--- config.mk ---
export PLATFORM = sky130hd
export DESIGN_NAME = activation_loader
export DESIGN_NICKNAME = d
export VERILOG_FILES = /design/src/rtl/act_loader_pkg.sv /design/src/rtl/activation_loader.sv
export SDC_FILE = /design/constraint.sdc
export NUM_CORES = 1
export LEC_CHECK = 0
export ABC_AREA = 1
export CELL_PAD_IN_SITES_DETAIL_PLACEMENT = 1
export CELL_PAD_IN_SITES_GLOBAL_PLACEMENT = 1
export CORE_ASPECT_RATIO = 1.4
export CORE_UTILIZATION = 25
export DETAILED_ROUTE_END_ITERATION = 12
export HOLD_SLACK_MARGIN = 0.03
export MAX_ROUTING_LAYER = met4
export PLACE_DENSITY_LB_ADDON = 0.3
export SYNTH_ARGS = -nofsm -noshare
export SYNTH_HDL_FRONTEND = slang
export SYNTH_SLANG_ARGS = --single-unit
--- constraint.sdc ---
create_clock -name clk -period 2.05 [get_ports clk]
set_input_delay 0.3075 -clock clk [delete_from_list [all_inputs] [get_ports clk]]
set_output_delay 0.3075 -clock clk [all_outputs]
set_load 0.03 [all_outputs]
--- src/rtl/act_loader_pkg.sv ---
// Shared types and widths for the activation loader.
// Optional build macro: ACT_LOADER_TRANSPOSE_EN selects column-major
// write addressing; the default build fills activation memory row-major.
package act_loader_pkg;

  localparam int ACT_W  = 7;
  localparam int ADDR_W = 6;

  typedef enum logic [2:0] {
    ST_IDLE   = 3'd0,
    ST_LOAD   = 3'd1,
    ST_WAIT_W = 3'd2,
    ST_CAL    = 3'd3,
    ST_FIN    = 3'd4
  } state_e;

  // Beat index to activation-memory address.
  function automatic logic [ADDR_W-1:0] map_addr(input logic [ADDR_W-1:0] idx);
`ifdef ACT_LOADER_TRANSPOSE_EN
    return {idx[2:0], idx[5:3]};
`else
    return idx;
`endif
  endfunction

endpackage

--- src/rtl/activation_loader.sv ---
// Activation loader: streams DEPTH activation beats into activation memory,
// waits for weight loading to finish, then runs a fixed-length compute phase.
// Optional build macro: ACT_LOADER_TRANSPOSE_EN (column-major address fill).
//
// state   | meaning
// --------+-----------------------------------------------------------
// IDLE    | memory write window closed, waiting for start
// LOAD    | accepting beats; one extra cycle after the last beat so it is written
// WAIT_W  | all beats written, waiting for weight_done
// CAL     | compute phase, Cal high for CAL_CYCLES cycles
// FIN     | one-cycle done pulse, back to IDLE
module activation_loader
  import act_loader_pkg::*;
#(
  parameter int DEPTH      = 64,
  parameter int CAL_CYCLES = 8
) (
  input  logic              clk,
  input  logic              rst,
  input  logic              start,
  input  logic [ACT_W-1:0]  act_in,
  input  logic              act_in_valid,
  output logic              act_in_ready,
  input  logic              weight_done,
  output logic [ACT_W-1:0]  Activation,
  output logic [ADDR_W-1:0] Activation_Mem_Address_in,
  output logic              load_mem_done,
  output logic              Cal,
  output logic              busy,
  output logic              done
);

  localparam int CNT_W = $clog2(DEPTH) + 1;
  localparam int CAL_W = $clog2(CAL_CYCLES + 1);

  state_e             state_q, state_d;
  logic [CNT_W-1:0]   cnt_q, cnt_d;
  logic [CAL_W-1:0]   cal_q, cal_d;
  logic               flag_q, flag_d;
  logic [ACT_W-1:0]   act_q, act_d;
  logic [ADDR_W-1:0]  addr_q, addr_d;
  logic               weights_ready;

  // Sticky weight_done, including a pulse arriving this very cycle.
  assign weights_ready = flag_q | weight_done;

  // State and datapath registers; reset clears everything immediately.
  always_ff @(posedge clk or posedge rst) begin
    if (rst) begin
      state_q <= ST_IDLE;
      cnt_q   <= '0;
      cal_q   <= '0;
      flag_q  <= 1'b0;
      act_q   <= '0;
      addr_q  <= '0;
    end else begin
      state_q <= state_d;
      cnt_q   <= cnt_d;
      cal_q   <= cal_d;
      flag_q  <= flag_d;
      act_q   <= act_d;
      addr_q  <= addr_d;
    end
  end

  // Next-state, beat capture and Moore outputs.
  always_comb begin
    state_d       = state_q;
    cnt_d         = cnt_q;
    cal_d         = cal_q;
    flag_d        = flag_q;
    act_d         = act_q;
    addr_d        = addr_q;
    act_in_ready  = 1'b0;
    load_mem_done = 1'b1;
    Cal           = 1'b0;
    done          = 1'b0;
    unique case (state_q)
      ST_IDLE: begin
        flag_d = 1'b0;
        if (start) begin
          state_d = ST_LOAD;
          cnt_d   = '0;
          act_d   = '0;
          addr_d  = '0;
        end
      end
      ST_LOAD: begin
        load_mem_done = 1'b0;
        flag_d        = weights_ready;
        if (cnt_q != CNT_W'(DEPTH)) begin
          act_in_ready = 1'b1;
          if (act_in_valid) begin
            act_d  = act_in;
            addr_d = map_addr(ADDR_W'(cnt_q));
            cnt_d  = cnt_q + CNT_W'(1);
          end
        end else if (weights_ready) begin
          // Last beat has had its write cycle; weights already in.
          state_d = ST_CAL;
          cal_d   = CAL_W'(CAL_CYCLES - 1);
        end else begin
          state_d = ST_WAIT_W;
        end
      end
      ST_WAIT_W: begin
        load_mem_done = 1'b0;
        flag_d        = weights_ready;
        if (weights_ready) begin
          state_d = ST_CAL;
          cal_d   = CAL_W'(CAL_CYCLES - 1);
        end
      end
      ST_CAL: begin
        Cal = 1'b1;
        if (cal_q == '0) state_d = ST_FIN;
        else             cal_d   = cal_q - CAL_W'(1);
      end
      ST_FIN: begin
        done    = 1'b1;
        flag_d  = 1'b0;
        cnt_d   = '0;
        state_d = ST_IDLE;
      end
      default: state_d = ST_IDLE;
    endcase
  end

  assign busy                      = (state_q != ST_IDLE);
  assign Activation                = act_q;
  assign Activation_Mem_Address_in = addr_q;

endmodule

* Yosys cells after proc, flatten, opt, wreduce, memory -nomap -nowiden
Index checks and enable logic that the tools add are counted.
Operators by class: eq/ne operators 12, add/sub/neg operators 2, bitwise logic cells 1, multiplexer cells 27, reductions and logical operators 13
Operators with widths (number):
- 7-bit two-way mux | 5
- 7-bit one-hot mux with 3 select lines | 1
- 6-bit two-way mux | 3
- 2-bit != test, second input constant | 7
- 7-bit one-hot mux with 2 select lines | 1
- 3-bit two-way mux | 4
- 4-bit two-way mux | 3
- 3-bit one-hot mux with 4 select lines | 1
- 4-bit one-hot mux with 3 select lines | 1
- 6-bit one-hot mux with 2 select lines | 1
- 4-bit AND reduction | 3
- 3-bit nonzero test | 3
- 7-bit by 1-bit adder with 7-bit output, second input constant | 1
- 7-bit != test, second input constant | 1
- 3-bit by 2-bit equality test with 1-bit output, second input constant | 2
- 1-bit two-way mux | 6
- 4-bit logical NOT | 1
- 2-bit nonzero test | 2
- 2-bit OR reduction | 2
- 4-bit by 1-bit subtractor with 4-bit output, second input constant | 1
- 3-bit by 1-bit equality test with 1-bit output, second input constant | 1
- 3-bit equality test, second input constant | 1
- 3-bit logical NOT | 1
- 3-bit AND reduction | 1
- other kinds (2) | 2
Word-level totals: output and inout port bits 18, bits of input ports 12, word-level logic and storage cells 61, register bits 28

* Longest topological paths before layout
depth after elaboration 4, gate-level depth with buffers 10, mapped depth without buffers 9

* Worst setup path before layout
Ideal clock, no wire load.
path type register to output, from reg cnt_q[0], to out act_in_ready, cell stages (with the launch flop) 8, path buffers 0, arrival time 1173 ps, required time 1742 ps, setup slack 569 ps, cell sequence dfrtp_1 > inv_1 > ha_1 > nand2_1 > inv_1 > nand3_1 > nand2_2 > inv_1
On the way: word-level cells in the longest chain between the ends 3
RTL lines:
- start: declaration | RTL line activation_loader.sv:37 | logic [CNT_W-1:0] cnt_q, cnt_d;
- start signal: assignment | RTL line activation_loader.sv:58 | cnt_q <= cnt_d;
- 7-bit != test | RTL line activation_loader.sv:91 | if (cnt_q != CNT_W'(DEPTH)) begin
- 1-bit two-way mux | RTL line activation_loader.sv:91
- 1-bit two-way mux | RTL line activation_loader.sv:78 | unique case (state_q)
- end: declaration | RTL line activation_loader.sv:23 | output logic act_in_ready,
No other way between the ends.

* Worst setup path in the final report
Ends and elaborated chain as after synthesis.

==> results.yml <==
status:
  outcome: "finished, final reports clean"
global_routing:
  grtUsageMet2_pct: 21.1
  gr-total-overflow: 0
  grt_max_degree: 29
  antenna_found_initial: 0
  grt.total_usage_pct: 12.9
  grt.met3_usage_pct: 1.83
  grt_pass1_vias: 1298
  grt_pass1_wl_um: 5920
  grt_busiest_layer: "met2"
  met1_usage_pct: 14.8
layout:
  antennaDiodeCount: 0
  fin_cells: 293
  final_net_count: 241
  drive_above_1_share_pct: 12.4
  synthToLayoutAreaGrowth_pct: 29.7
setup_path:
  crit_chain: "inv_1 > ha_1 > nand2_1 > inv_1 > nand3_1 > nand2_4 > inv_1 > buf_4"
  cp_max_fo: 10
  start_kind: "flop"
  crit_top_cell: "inv_1"
  critical_path_buf_inv_count: 4
  slowest_stage: "dfrtp_2"
  crit_family: "flip-flops"
  crit_type: "flop to output pin"
  worst_ep_required_time_ns: 1.74
  critPathCaptureType: "output pin"
  max_stage_delay_ns: 0.45
  crit_arrival_ns: 1.59
placed_design:
  pre_cts_slack_ns: 0.165
  gp_congestion: 0.870
  dp_hpwl_um: 2520
  dp_cells: 289
  io_buffers: 29
die:
  num_rows: 32
  die_h_um: 93.0
  core_sq_mm: 0.00561
  die_w_um: 67.0
  dieArea_sq_mm: 0.00623
  io_pins: 30
  start_util_pct: 26.4
cts:
  cts_tree: "yes"
  cts-root-buf: "clkbuf_8"
  htreeDepth: 1
  clockBufferDepth: 2
  cts_num_sinks: 28
  hold_buffers: 0
  cts_buffers: 3
  clkSlewWorstSetupHoldPaths_ns: 0.10
  postCtsSetupBuffers: 0
  clk_latency_ns: 0.28
sta:
  hold_violations: 0
  max_freq_mhz: 528
  setup_viol_count_final: 0
  fin_crit_sh_pct: 92.4
  worst_slack_ns: 0.156
  worst_slew_pin_slew_ns: 0.372
  hold_ws_ns: 0.399
  slew_viol_final: 0
  slew_headroom_pct: 75.2
  finClkSkew_ns: 0.00197
  finalCriticalPeriod_ns: 1.89
  final.setup.tns_ns: 0
  rsz0062_at_grt: "no"
yosys:
  syn_avg_cell_area_sq_um: 7.62
  ys_warn_count: 0
  postSynthCellCount: 194
  synthDistinctLibCells: 21
  synth-seq-cells: 28
  syn_area_sq_mm: 0.00148
  synth-seq-area-share_pct: 47.4
  syn-num-nets: 209
routing:
  wl_per_cell_um: 11.7
  vias_per_cell: 4.48
  vias: 1314
  drtIter0Drc: 105
  drc_errors: 0
  final_antenna_net_count: 0
  wirelength_um: 3430
  firstDrtPassIters: 4
run:
  max_cap_viol_count: 0
pwr:
  power.leakage_uw: 0.000995
  p_per_area_mw_per_mm2: 1680
  vdd_drop_max_v: 0.000447
min_path:
  hold_class: "input port to async pin"
## layer usage
metal  vias up  share of wire [%]  wire [um]
met5         -                  0          0
met4         0                3.3        114
met3        10                2.0         70
met2        22                 50       1710
met1       619                 45       1530
li1        663                  -          -
## kinds of logic (layout without fill, tap and decap cells)
logic type               count (synthesis)  count (layout)  share of synthesized area, %
AND/OR/NAND/NOR                        134             134                          40.2
flip-flops                              28              28                          47.4
buffers and inverters                   23              54                          7.61
AO/OA/AOI/OAI                            6               6                          2.28
adder cells (fa/ha/maj)                  3               3                          2.54
## state kept, by name, summed over array words and instances, names as in the netlist
name                       cells
cal_q                          4
Activation                     7
flag_q                         1
cnt_q                          7
Activation_Mem_Address_in      6
state_q                        3
## final timing paths
kind,to,slack (ns),start,cells after the start
setup / recovery,act_in_ready,0.16,cnt_q[0],8
hold / removal,Activation[0],0.40,rst,3
setup reg to reg,cnt_q[6],0.50,cnt_q[1],10
hold reg to reg,Activation[6],0.47,Activation[6],2
max in group asynchronous,cnt_q[0],1.36,rst,3
min in group clk,Activation[6],0.47,Activation[6],2
## placed cells by master, fill, tap and decap left out, drive strengths merged
cell	synthesis	routed
a21o	1	1
a31oi	1	1
buf	4	3
bufinv	0	1
clkbuf	0	3
clkdlybuf4s50	0	24
dfrtp	28	28
dlygate4sd2	0	3
dlymetal6s2s	0	1
ha	3	3
inv	19	19
nand2	91	91
nand3	20	20
nand3b	1	1
nand4	2	2
nor2	16	16
nor4	1	1
o21ai	4	4
or2	3	3
## Yosys cell counts
library cell  instances  share of area (%)
a21o_1                1               0.51
a31oi_1               1               0.42
buf_4                 1               0.51
buf_6                 3                2.3
dfrtp_1              28                 47
ha_1                  3                2.5
inv_1                17                4.3
inv_2                 2               0.51
nand2_1              84                 21
nand2_2               7                3.0
nand3_1              18                6.1
nand3_2               2                1.4
nand3b_1              1               0.51
nand4_1               2               0.85
nor2_1               12                3.0
nor2_2                2               0.85
nor2_4                2                1.5
nor4_1                1               0.42
o21ai_0               3                1.0
o21ai_1               1               0.34
or2_2                 3                1.3
## power by group
part / switching, uW / leakage [uW] / internal [uW]
logic: 1140 / 0.000604 / 649
registers: 206 / 0.000356 / 785
clock network: 183 / 0.0000357 / 262
## per-stage QoR
stage	total power, uW	cell area (sq um)	util, %
after CTS	3280	1910	34.0
after global placement	2800	1840	32.8
after global routing	3550	1920	34.2
after detailed placement	2840	1840	32.8
after floorplan	2250	1480	-
final	3220	1920	34.2
## layout make-up
class                           instances  area (sq um)
Fill cell                             690          3690
Sequential cell                        28           703
Multi-Input combinational cell        143           673
Timing Repair Buffer                   31           314
Tap cell                               68          85.1
Inverter                               19          71.3
Clock buffer                            3          41.3
Clock inverter                          1          30.0
## worst register-to-register path, delay by kind of cell (launching register included)
| family | cells | cell delay [ns] |
|---|---|---|
| simple gates | 6 | 0.59 |
| flops | 1 | 0.46 |
| buf+inv | 3 | 0.28 |
| fa+ha+maj | 1 | 0.18 |
## repair_timing
item | CTS | global route
hold endpoints to repair | 0 | 0
endpoints found under the setup margin | 3 | 3
pin swaps | 0 | 0
gates resized for setup | 3 | 5
No activity file was read; power rests on OpenSTA's default activity.
